File: src/rtl/ex_stage_if.sv
// ID/EX inputs, WB forwarding inputs and EX/MEM outputs of the execute stage.
// Latency: n/a (signal bundle only).
// Backpressure: stall_EX travels back towards the hazard unit on this bundle.
interface ex_stage_if;
  // ID/EX control and data
  logic        RegWrite_EX;
  logic        Branch_EX;
  logic        Jump_EX;
  logic        rb1111check_EX;
  logic [2:0]  MemRW_EX;
  logic [1:0]  ALUSrc_EX;
  logic [1:0]  ResultSrc_EX;
  logic [1:0]  LoadStoreSrc_EX;
  logic [3:0]  ALUControl_EX;
  logic [5:0]  shift_amount_EX;
  logic [2:0]  BR_cond_EX;
  logic [31:0] PC_EX;
  logic [31:0] RD1_EX;
  logic [31:0] RD2_EX;
  logic [31:0] immExtend_EX;
  logic [4:0]  ra_EX;
  logic [4:0]  rb_EX;
  logic [4:0]  rac_EX;
  // WB-stage write port, used for forwarding
  logic        RegWrite_WB;
  logic [4:0]  ra_WB;
  logic [31:0] Result_WB;
  // Hazard / redirect
  logic        stall_EX;
  logic        br_taken;
  logic [31:0] br_target;
  // EX/MEM register
  logic        RegWrite_MEM;
  logic [2:0]  MemRW_MEM;
  logic [1:0]  ResultSrc_MEM;
  logic [1:0]  LoadStoreSrc_MEM;
  logic [31:0] ALUResult_MEM;
  logic [31:0] WriteData_MEM;
  logic [31:0] PC4_MEM;
  logic [4:0]  ra_MEM;

  // Pipeline side: drives ID/EX and WB, observes EX results
  modport master (
    output RegWrite_EX, Branch_EX, Jump_EX, rb1111check_EX, MemRW_EX,
           ALUSrc_EX, ResultSrc_EX, LoadStoreSrc_EX, ALUControl_EX,
           shift_amount_EX, BR_cond_EX, PC_EX, RD1_EX, RD2_EX, immExtend_EX,
           ra_EX, rb_EX, rac_EX, RegWrite_WB, ra_WB, Result_WB,
    input  stall_EX, br_taken, br_target, RegWrite_MEM, MemRW_MEM,
           ResultSrc_MEM, LoadStoreSrc_MEM, ALUResult_MEM, WriteData_MEM,
           PC4_MEM, ra_MEM
  );

  // Execute stage side
  modport slave (
    input  RegWrite_EX, Branch_EX, Jump_EX, rb1111check_EX, MemRW_EX,
           ALUSrc_EX, ResultSrc_EX, LoadStoreSrc_EX, ALUControl_EX,
           shift_amount_EX, BR_cond_EX, PC_EX, RD1_EX, RD2_EX, immExtend_EX,
           ra_EX, rb_EX, rac_EX, RegWrite_WB, ra_WB, Result_WB,
    output stall_EX, br_taken, br_target, RegWrite_MEM, MemRW_MEM,
           ResultSrc_MEM, LoadStoreSrc_MEM, ALUResult_MEM, WriteData_MEM,
           PC4_MEM, ra_MEM
  );
endinterface

File: src/rtl/ex_stage.sv
// Execute stage: forwarding, ALU/shifter, branch resolution, iterative 32-cycle multiplier.
// Latency: 1 cycle into EX/MEM; MUL holds EX for 34 cycles (33 stalled + 1 done).
// Backpressure: stall_EX freezes PC, IF/ID and ID/EX while the multiplier runs; EX/MEM gets bubbles.
module ex_stage #(
  parameter int MUL_CYCLES = 32
) (
  input logic       CLK,
  input logic       RSTN,
  ex_stage_if.slave bus
);

  localparam int CW = $clog2(MUL_CYCLES);
  localparam logic [CW-1:0] CNT_LAST = CW'(MUL_CYCLES - 1);

  localparam logic [3:0] ALU_ADD  = 4'b0000;
  localparam logic [3:0] ALU_SUB  = 4'b0001;
  localparam logic [3:0] ALU_AND  = 4'b0010;
  localparam logic [3:0] ALU_OR   = 4'b0011;
  localparam logic [3:0] ALU_XOR  = 4'b0100;
  localparam logic [3:0] ALU_NOTB = 4'b0101;
  localparam logic [3:0] ALU_SHR  = 4'b0110;
  localparam logic [3:0] ALU_SHRA = 4'b0111;
  localparam logic [3:0] ALU_SHL  = 4'b1000;
  localparam logic [3:0] ALU_ROR  = 4'b1001;
  localparam logic [3:0] ALU_MUL  = 4'b1010;

  typedef enum logic [1:0] {IDLE, BUSY, DONE} mul_state_t;

  mul_state_t    state;
  logic [31:0]   a_l, b_l, acc;
  logic [CW-1:0] cnt;

  logic [31:0] fwd_rb, fwd_rac;
  logic [31:0] op_a, op_b;
  logic [31:0] alu_res;
  logic [4:0]  amt;
  logic [63:0] rot;
  logic        is_mul;
  logic        cond;
  logic        stall;

  // Forward rb: the younger MEM result wins over WB, register 0 is not special
  always_comb begin
    fwd_rb = bus.RD1_EX;
    if (bus.RegWrite_MEM && (bus.ra_MEM == bus.rb_EX))
      fwd_rb = bus.ALUResult_MEM;
    else if (bus.RegWrite_WB && (bus.ra_WB == bus.rb_EX))
      fwd_rb = bus.Result_WB;
  end

  // Forward rac with the same priority as rb
  always_comb begin
    fwd_rac = bus.RD2_EX;
    if (bus.RegWrite_MEM && (bus.ra_MEM == bus.rac_EX))
      fwd_rac = bus.ALUResult_MEM;
    else if (bus.RegWrite_WB && (bus.ra_WB == bus.rac_EX))
      fwd_rac = bus.Result_WB;
  end

  // Operand selection
  always_comb begin
    op_a = bus.rb1111check_EX ? 32'd0 : fwd_rb;
    case (bus.ALUSrc_EX)
      2'b00:   op_b = fwd_rac;
      2'b01:   op_b = bus.immExtend_EX;
      2'b10:   op_b = {26'd0, bus.shift_amount_EX};
      default: op_b = 32'd0;
    endcase
  end

  assign amt    = op_b[4:0];
  assign rot    = {op_a, op_a} >> amt;
  assign is_mul = (bus.ALUControl_EX == ALU_MUL);

  // Single-cycle ALU; MUL only yields the accumulator once the iteration is done
  always_comb begin
    alu_res = 32'd0;
    case (bus.ALUControl_EX)
      ALU_ADD:  alu_res = op_a + op_b;
      ALU_SUB:  alu_res = op_a - op_b;
      ALU_AND:  alu_res = op_a & op_b;
      ALU_OR:   alu_res = op_a | op_b;
      ALU_XOR:  alu_res = op_a ^ op_b;
      ALU_NOTB: alu_res = ~op_b;
      ALU_SHR:  alu_res = op_a >> amt;
      ALU_SHRA: alu_res = $unsigned($signed(op_a) >>> amt);
      ALU_SHL:  alu_res = op_a << amt;
      ALU_ROR:  alu_res = rot[31:0];
      ALU_MUL:  alu_res = (state == DONE) ? acc : 32'd0;
      default:  alu_res = 32'd0;
    endcase
  end

  // Branch condition on the forwarded rac value
  always_comb begin
    case (bus.BR_cond_EX)
      3'b001:  cond = 1'b1;
      3'b010:  cond = (fwd_rac == 32'd0);
      3'b011:  cond = (fwd_rac != 32'd0);
      3'b100:  cond = ~fwd_rac[31];
      3'b101:  cond = fwd_rac[31];
      default: cond = 1'b0;
    endcase
  end

  // Stall covers the launch cycle plus every shift-add iteration; gated off in reset
  assign stall         = RSTN & ((state == BUSY) || ((state == IDLE) && is_mul));
  assign bus.stall_EX  = stall;
  assign bus.br_taken  = RSTN & ~stall & (bus.Jump_EX | (bus.Branch_EX & cond));
  assign bus.br_target = bus.Jump_EX ? fwd_rb : (bus.PC_EX + bus.immExtend_EX);

  // Shift-add multiplier FSM; operands are latched at launch since MEM/WB drain during the stall
  always_ff @(posedge CLK or negedge RSTN) begin
    if (!RSTN) begin
      state <= IDLE;
      a_l   <= 32'd0;
      b_l   <= 32'd0;
      acc   <= 32'd0;
      cnt   <= '0;
    end else begin
      case (state)
        IDLE: begin
          if (is_mul) begin
            a_l   <= op_a;
            b_l   <= op_b;
            acc   <= 32'd0;
            cnt   <= '0;
            state <= BUSY;
          end
        end
        BUSY: begin
          if (b_l[0]) acc <= acc + a_l;
          a_l <= a_l << 1;
          b_l <= b_l >> 1;
          cnt <= cnt + 1'b1;
          if (cnt == CNT_LAST) state <= DONE;
        end
        default: state <= IDLE;
      endcase
    end
  end

  // EX/MEM register: a bubble while stalled, otherwise the executed instruction
  always_ff @(posedge CLK or negedge RSTN) begin
    if (!RSTN) begin
      bus.RegWrite_MEM     <= 1'b0;
      bus.MemRW_MEM        <= 3'b000;
      bus.ResultSrc_MEM    <= 2'b00;
      bus.LoadStoreSrc_MEM <= 2'b00;
      bus.ALUResult_MEM    <= 32'd0;
      bus.WriteData_MEM    <= 32'd0;
      bus.PC4_MEM          <= 32'd0;
      bus.ra_MEM           <= 5'd0;
    end else if (stall) begin
      bus.RegWrite_MEM     <= 1'b0;
      bus.MemRW_MEM        <= 3'b000;
      bus.ResultSrc_MEM    <= 2'b00;
      bus.LoadStoreSrc_MEM <= 2'b00;
      bus.ALUResult_MEM    <= 32'd0;
      bus.WriteData_MEM    <= 32'd0;
      bus.PC4_MEM          <= 32'd0;
      bus.ra_MEM           <= 5'd0;
    end else begin
      bus.RegWrite_MEM     <= bus.RegWrite_EX;
      bus.MemRW_MEM        <= bus.MemRW_EX;
      bus.ResultSrc_MEM    <= bus.ResultSrc_EX;
      bus.LoadStoreSrc_MEM <= bus.LoadStoreSrc_EX;
      bus.ALUResult_MEM    <= alu_res;
      bus.WriteData_MEM    <= fwd_rac;
      bus.PC4_MEM          <= bus.PC_EX + 32'd4;
      bus.ra_MEM           <= bus.ra_EX;
    end
  end

endmodule

File: src/flat_wrapper.sv
// flat-port wrapper written by rule: the top's interface ports become plain ports
module ex_stage_flat 
#(
  parameter int MUL_CYCLES = 32
)
  (CLK, RSTN, bus_RegWrite_EX, bus_Branch_EX, bus_Jump_EX, bus_rb1111check_EX, bus_MemRW_EX, bus_ALUSrc_EX, bus_ResultSrc_EX, bus_LoadStoreSrc_EX, bus_ALUControl_EX, bus_shift_amount_EX, bus_BR_cond_EX, bus_PC_EX, bus_RD1_EX, bus_RD2_EX, bus_immExtend_EX, bus_ra_EX, bus_rb_EX, bus_rac_EX, bus_RegWrite_WB, bus_ra_WB, bus_Result_WB, bus_stall_EX, bus_br_taken, bus_br_target, bus_RegWrite_MEM, bus_MemRW_MEM, bus_ResultSrc_MEM, bus_LoadStoreSrc_MEM, bus_ALUResult_MEM, bus_WriteData_MEM, bus_PC4_MEM, bus_ra_MEM);
  ex_stage_if bus_i ();
  input logic CLK;
  input logic RSTN;
  input wire logic [$bits(bus_i.RegWrite_EX)-1:0] bus_RegWrite_EX;
  input wire logic [$bits(bus_i.Branch_EX)-1:0] bus_Branch_EX;
  input wire logic [$bits(bus_i.Jump_EX)-1:0] bus_Jump_EX;
  input wire logic [$bits(bus_i.rb1111check_EX)-1:0] bus_rb1111check_EX;
  input wire logic [$bits(bus_i.MemRW_EX)-1:0] bus_MemRW_EX;
  input wire logic [$bits(bus_i.ALUSrc_EX)-1:0] bus_ALUSrc_EX;
  input wire logic [$bits(bus_i.ResultSrc_EX)-1:0] bus_ResultSrc_EX;
  input wire logic [$bits(bus_i.LoadStoreSrc_EX)-1:0] bus_LoadStoreSrc_EX;
  input wire logic [$bits(bus_i.ALUControl_EX)-1:0] bus_ALUControl_EX;
  input wire logic [$bits(bus_i.shift_amount_EX)-1:0] bus_shift_amount_EX;
  input wire logic [$bits(bus_i.BR_cond_EX)-1:0] bus_BR_cond_EX;
  input wire logic [$bits(bus_i.PC_EX)-1:0] bus_PC_EX;
  input wire logic [$bits(bus_i.RD1_EX)-1:0] bus_RD1_EX;
  input wire logic [$bits(bus_i.RD2_EX)-1:0] bus_RD2_EX;
  input wire logic [$bits(bus_i.immExtend_EX)-1:0] bus_immExtend_EX;
  input wire logic [$bits(bus_i.ra_EX)-1:0] bus_ra_EX;
  input wire logic [$bits(bus_i.rb_EX)-1:0] bus_rb_EX;
  input wire logic [$bits(bus_i.rac_EX)-1:0] bus_rac_EX;
  input wire logic [$bits(bus_i.RegWrite_WB)-1:0] bus_RegWrite_WB;
  input wire logic [$bits(bus_i.ra_WB)-1:0] bus_ra_WB;
  input wire logic [$bits(bus_i.Result_WB)-1:0] bus_Result_WB;
  output wire logic [$bits(bus_i.stall_EX)-1:0] bus_stall_EX;
  output wire logic [$bits(bus_i.br_taken)-1:0] bus_br_taken;
  output wire logic [$bits(bus_i.br_target)-1:0] bus_br_target;
  output wire logic [$bits(bus_i.RegWrite_MEM)-1:0] bus_RegWrite_MEM;
  output wire logic [$bits(bus_i.MemRW_MEM)-1:0] bus_MemRW_MEM;
  output wire logic [$bits(bus_i.ResultSrc_MEM)-1:0] bus_ResultSrc_MEM;
  output wire logic [$bits(bus_i.LoadStoreSrc_MEM)-1:0] bus_LoadStoreSrc_MEM;
  output wire logic [$bits(bus_i.ALUResult_MEM)-1:0] bus_ALUResult_MEM;
  output wire logic [$bits(bus_i.WriteData_MEM)-1:0] bus_WriteData_MEM;
  output wire logic [$bits(bus_i.PC4_MEM)-1:0] bus_PC4_MEM;
  output wire logic [$bits(bus_i.ra_MEM)-1:0] bus_ra_MEM;
  assign bus_i.RegWrite_EX = bus_RegWrite_EX;
  assign bus_i.Branch_EX = bus_Branch_EX;
  assign bus_i.Jump_EX = bus_Jump_EX;
  assign bus_i.rb1111check_EX = bus_rb1111check_EX;
  assign bus_i.MemRW_EX = bus_MemRW_EX;
  assign bus_i.ALUSrc_EX = bus_ALUSrc_EX;
  assign bus_i.ResultSrc_EX = bus_ResultSrc_EX;
  assign bus_i.LoadStoreSrc_EX = bus_LoadStoreSrc_EX;
  assign bus_i.ALUControl_EX = bus_ALUControl_EX;
  assign bus_i.shift_amount_EX = bus_shift_amount_EX;
  assign bus_i.BR_cond_EX = bus_BR_cond_EX;
  assign bus_i.PC_EX = bus_PC_EX;
  assign bus_i.RD1_EX = bus_RD1_EX;
  assign bus_i.RD2_EX = bus_RD2_EX;
  assign bus_i.immExtend_EX = bus_immExtend_EX;
  assign bus_i.ra_EX = bus_ra_EX;
  assign bus_i.rb_EX = bus_rb_EX;
  assign bus_i.rac_EX = bus_rac_EX;
  assign bus_i.RegWrite_WB = bus_RegWrite_WB;
  assign bus_i.ra_WB = bus_ra_WB;
  assign bus_i.Result_WB = bus_Result_WB;
  assign bus_stall_EX = bus_i.stall_EX;
  assign bus_br_taken = bus_i.br_taken;
  assign bus_br_target = bus_i.br_target;
  assign bus_RegWrite_MEM = bus_i.RegWrite_MEM;
  assign bus_MemRW_MEM = bus_i.MemRW_MEM;
  assign bus_ResultSrc_MEM = bus_i.ResultSrc_MEM;
  assign bus_LoadStoreSrc_MEM = bus_i.LoadStoreSrc_MEM;
  assign bus_ALUResult_MEM = bus_i.ALUResult_MEM;
  assign bus_WriteData_MEM = bus_i.WriteData_MEM;
  assign bus_PC4_MEM = bus_i.PC4_MEM;
  assign bus_ra_MEM = bus_i.ra_MEM;
  ex_stage #(.MUL_CYCLES(MUL_CYCLES)) u_core (.CLK(CLK), .RSTN(RSTN), .bus(bus_i));
endmodule
File: config.mk
export PLATFORM = sky130hd
export DESIGN_NAME = ex_stage_flat
export DESIGN_NICKNAME = d
export VERILOG_FILES = /design/src/rtl/ex_stage_if.sv /design/src/rtl/ex_stage.sv /design/src/flat_wrapper.sv
export SDC_FILE = /design/constraint.sdc
export NUM_CORES = 1
export LEC_CHECK = 0
export CELL_PAD_IN_SITES_DETAIL_PLACEMENT = 0
export CELL_PAD_IN_SITES_GLOBAL_PLACEMENT = 1
export CORE_AREA = 2 2 276 210
export DETAILED_ROUTE_END_ITERATION = 16
export DIE_AREA = 0 0 278 212
export PLACE_DENSITY_LB_ADDON = 0.05
export RECOVER_POWER = 100
export REMOVE_ABC_BUFFERS = 1
export SLEW_MARGIN = 30
export SYNTH_ARGS = -nofsm -noshare
export SYNTH_HDL_FRONTEND = slang
export SYNTH_SLANG_ARGS = --single-unit
export TNS_END_PERCENT = 5
File: constraint.sdc
create_clock -name CLK -period 8.2 [get_ports CLK]
set_clock_uncertainty 0.1 [all_clocks]
set_input_delay 0.82 -clock CLK [delete_from_list [all_inputs] [get_ports CLK]]
set_output_delay 0.82 -clock CLK [all_outputs]
set_load 0.02 [all_outputs]
Word level (Yosys, flattened, before mapping) --
Index checks and enable logic that the tools add are counted.
Storage, ports and cells: register bits after elaboration 212, bits of input ports 209
Operators by class: $add $sub $neg 6, eq/ne operators 27, shift-type cells 4, multiplexer cells 30, bitwise gates (word level) 11, reduce and logical (&&, ||, !) cells 15
Operators by type and width (count):
- $mux 32 | 14
- $pmux 32 s11 | 1
- $pmux 32 s2 | 3
- $add 32x32->32 | 3
- $pmux 32 s3 | 1
- $shr 64x5->32 | 1
- $add 32x3->32 const B | 1
- $and 32x32->32 | 1
- $logic_not 32->1 | 1
- $not 32->32 | 1
- $or 32x32->32 | 1
- $reduce_bool 32->1 | 1
- $shl 32x5->32 | 1
- $shr 32x5->32 | 1
- $sshr 32x5->32 | 1
- $sub 32x32->32 | 1
- $xor 32x32->32 | 1
- $eq 5x5->1 | 4
- $eq 4x3->1 const B | 4
- $eq 4x4->1 const B | 3
- $mux 5 | 2
- $pmux 5 s2 | 1
- $eq 4x2->1 const B | 2
- $mux 2 | 4
- other kinds (24) | 39

Longest topological paths before layout --
word-level depth 9, depth in mapped cells 29

Worst setup path before layout --
Ideal clock, no wire load.
path type input to register, start point input bus_ra_WB[0], end point register u_core.bus.ALUResult_MEM[31] in the netlist's numbering, library setup time 0.082 ns, arrival time 6.354 ns, required time 8.018 ns, setup slack 1.664 ns, stages on the path 26, path buffers 5, cell sequence xnor2_1 nand4_1 o21ai_1 a31oi_1 or2_2 clkbuf_1 inv_2 buf_1 clkbuf_1 clkbuf_1 buf_2 nand2_1 o21ai_0 xnor2_1 ha_1 or4_1 o21ai_0 a21oi_1 o2111ai_1 a311oi_1 a211o_1 a21oi_1 o21ai_0 a31o_2 or3_1 a31oi_1
Between the ends: word-level cells in the longest chain between the ends 8, elaborated cells between the ends (all ways) 22
RTL lines:
- from (decl) | line flat_wrapper.sv:29 | input wire logic [$bits(bus_i.ra_WB)-1:0] bus_ra_WB;
- $eq 5x5->1 (on tied branches) | line ex_stage.sv:56, ex_stage.sv:47
- $logic_and 1x1->1 (on tied branches) | line ex_stage.sv:56, ex_stage.sv:47
- $mux 32 (on tied branches) | line ex_stage.sv:56, ex_stage.sv:47
- $mux 32 (on tied branches) | line ex_stage.sv:54, ex_stage.sv:45
- $pmux 32 s3 / $mux 32 (equally long branches) | line ex_stage.sv:63, ex_stage.sv:62
- $sub 32x32->32, or another cell as far along | line ex_stage.sv:80 | ALU_SUB: alu_res = op_a - op_b;
- $pmux 32 s11 * | line ex_stage.sv:78 | case (bus.ALUControl_EX)
- $mux 32 * | line ex_stage.sv:154 | end else if (stall) begin
- to (signal assigned) | line ex_stage.sv:168 | bus.ALUResult_MEM <= alu_res;
- to (decl) | line ex_stage_if.sv:60 | ResultSrc_MEM, LoadStoreSrc_MEM, ALUResult_MEM, WriteData_MEM,
Mark *: on every way between the ends. The rest lies on a longest branch, timed or not. A chain may end at the register's enable or synchronous reset.

Worst setup path in the final report --
start point input bus_rac_EX[2], end point register u_core.bus.ALUResult_MEM[30] in the netlist's numbering
Between the ends: word-level cells in the longest chain between the ends 8, elaborated cells between the ends (all ways) 19
RTL lines:
- from (decl) | line flat_wrapper.sv:27 | input wire logic [$bits(bus_i.rac_EX)-1:0] bus_rac_EX;
- $eq 5x5->1 | line ex_stage.sv:56 | else if (bus.RegWrite_WB && (bus.ra_WB == bus.rac_EX))
- $logic_and 1x1->1 | line ex_stage.sv:56
- $mux 32 | line ex_stage.sv:56
- $mux 32 * | line ex_stage.sv:54 | if (bus.RegWrite_MEM && (bus.ra_MEM == bus.rac_EX))
- $pmux 32 s3 * | line ex_stage.sv:63 | case (bus.ALUSrc_EX)
- $sub 32x32->32, or another cell as far along | line ex_stage.sv:80
- $pmux 32 s11 * | line ex_stage.sv:78
- $mux 32 * | line ex_stage.sv:154
Marked as above.

==> results.md <==
- # fillers: 5480
- Synth cell count leaders: nand2_1 (292), o21ai_0 (269), nor2_1 (240)
- Worst vdd ir: 197 uV
- Setup crit start kind: input pin
- Total gr overflow: 0
- Count leader, synth: nand2_1
- Post-synth EDFFs: 0
- Library cells used by synthesis: 92
- Synth top area share: 0.233
- Reg2Reg Depth: 8
- Die Span Y: 212 um
- First-pass GRT wire length: 170 mm
- Share of cells above drive strength 1: 0.0823
- Status: complete, but fails checks
- DIE WIDTH: 278 um
- Wire per inst: 30.1 um
- Port Buffers: 351
- Gpl congestion: 1.08
- CP endpoint kind: flop
- RSZ-0062 raised after global routing: false
- Final wirelength: 119 mm
- Post-route insts no fill: 3965
- Clk sink count: 212
- Leakage Power: 12.2 nW
- Critical Path RT: 8.61 ns
- Max cap viols: 6
- Hold-fix buffers at CTS: 0
- Layout net count: 3572
- Critical path class: input pin to flop
- Hold crit path type: input pin to asynchronous set/reset pin
- P&R area growth vs syn: 23.9%
- Die area: 58900 sq um
- Vias: 25800
- Worst-margin pin slew: 4.11 ns
- Post-Syn Area per Cell: 7.85 sq um
- Period utilization: 0.911
- Pwr Total: 5.25 mW
- Setup bufs post-CTS: 0
- CP max-delay cell: a221oi_1
- Critical path peak fanout: 47
- H-tree lvl count: 1
- Final ANT Viol Nets: 0
- Flop2flop setup slack: 0.93 ns
- Initial core utilization: 0.402
- Drt pass-1 iters: 6
- Final hold violations: 0
- Vias in the first global route: 24300
- CTS tree: built
- Pwr dens: 186 nW/um^2
- Initial antenna violation count: 5
- Vias per cell: 6.50
- Setup violators final: 0
- Total track usage: 0.390
- Failing checks: capacitance limit, slew limit
- Syn Inst Count: 2900
- Fmax: 134 MHz
- Largest net degree at the start of global routing: 96
- IO Count: 352
- Clock latency on the worst-skew pair: 0.60 ns
- Yosys top cell by area: dfrtp_1
- Detailed-route DRC error count: 0
- Sequential area share after synthesis: 0.233
- Worst endpoint data arrival time: 7.87 ns
- DR iter-0 viols: 3314
- Netlist Area Pre-Place: 22800 sq um
- Synth Register Bits: 212
- Async set-reset flop share out of synthesis: 1.00
- Top cells by area, synth: dfrtp_1 (23%), ha_1 (8.8%), mux2i_1 (6.1%)
- Row cnt: 76
- Core area: 56600 sq um
- CTS resizes: 0
- Clock-pin slew on the worst setup and hold paths: 0.06 ns
- CP peak stage delay: 0.79 ns
- Ys Warns: 0
- Placed instance count: 3910
- Rel. slew slack: -1.74
- Final Slew Violations: 339
- Fin Setup TNS: 0 ns
- Final Critical Period: 7.47 ns
- Cts bufs inserted: 27
- CTS Buffer Depth: 3
- Root Driver: clkbuf_16
- Main synth FF type: dfrtp_1
- Detailed placement HPWL: 93.5 mm
[where the power goes]
group / leakage, nW / switching, mW / internal, mW
sequential: 2.76 / 0.228 / 1.26
combinational: 9.04 / 1.53 / 0.937
clock: 0.449 / 0.551 / 0.740
total: 12.2 / 2.31 / 2.94
[area by class of cell]
type                            count  area [sq um]  share of cell area
Timing Repair Buffer              459          4270               0.151
Clock buffer                       39           801              0.0284
Sequential cell                   212          5310               0.188
Tap cell                          741           927              0.0329
Inverter                           97           364              0.0129
Multi-Input combinational cell   2402         16400               0.582
Antenna cell                        5          12.5            0.000443
Clock inverter                     10           120             0.00426
[flip-flops by register name, indices dropped and copies added, names as in the netlist]
name                         cells
u_core.bus.WriteData_MEM        32
u_core.b_l                      32
u_core.a_l                      32
u_core.bus.ALUResult_MEM        32
u_core.state                     2
u_core.bus.RegWrite_MEM          1
u_core.bus.ResultSrc_MEM         2
u_core.bus.MemRW_MEM             3
u_core.bus.PC4_MEM              32
u_core.cnt                       5
u_core.acc                      32
u_core.bus.ra_MEM                5
u_core.bus.LoadStoreSrc_MEM      2
[per-layer routing]
layer	vias to the layer above	wire (um)	track usage
li1	11400	-	-
met1	12600	51600	0.544
met2	1570	50200	0.581
met3	254	13300	0.113
met4	0	4250	0.114
met5	-	0	0
[cells by family after synthesis]
family,Yosys count,synth area share
AOI/OAI and AO/OA,1031,0.302
xor gates and xnor gates,151,0.0584
adders and majority gates,164,0.0911
buffers and inverters,286,0.0493
DFF,212,0.233
muxes,198,0.0907
and+or+nand+nor,858,0.175
[path summary, 6_finish.rpt]
check / start / to
max reg2reg: u_core.state[0] / u_core.bus.WriteData_MEM[19]
max: bus_rac_EX[2] / u_core.bus.ALUResult_MEM[30]
min reg2reg: u_core.b_l[31] / u_core.b_l[31]
min in group CLK: u_core.b_l[31] / u_core.b_l[31]
min: RSTN / u_core.cnt[2]
max in group asynchronous: RSTN / u_core.bus.WriteData_MEM[22]
[metrics by stage]
stage	util	worst slack (ns)	hold WS, ns	instance area, sq um
floorplan	-	-4.04	0.376	22000
global placement	0.483	0.680	0.393	27300
detailed placement	0.483	0.582	0.421	27300
CTS	0.500	1.16	0.203	28300
global route	0.498	0.354	0.237	28200
finish	0.499	0.732	0.152	28200
[cells in the final DEF (no fill, tap or decap), types with 49 or more instances in the layout]
master           netlist  layout
nor3_1                55      52
dfrtp_1              212     210
a21o_1                49      49
nor2_1               240     236
mux2i_1              138     137
a31oi_1               68      67
nand2_1              292     291
ha_1                 161     161
xor2_1                52      52
o21ai_0              269     266
dlygate4sd3_1          0     141
inv_1                 92      92
a21oi_1              172     171
clkdlybuf4s50_1        0     208
a22oi_1              156     156
nand3_1               57      57
buf_4                  3      94
mux2_2                58      57
xnor2_1               98      98
[critical path, delay by kind of cell]
kind | cells | cell delay (ns)
compound gates | 10 | 2.72
simple gates | 9 | 2.48
buf+inv | 2 | 0.95
xor+xnor | 3 | 0.50
fa+ha+maj | 1 | 0.37
No activity file was read; power rests on OpenSTA's default activity.
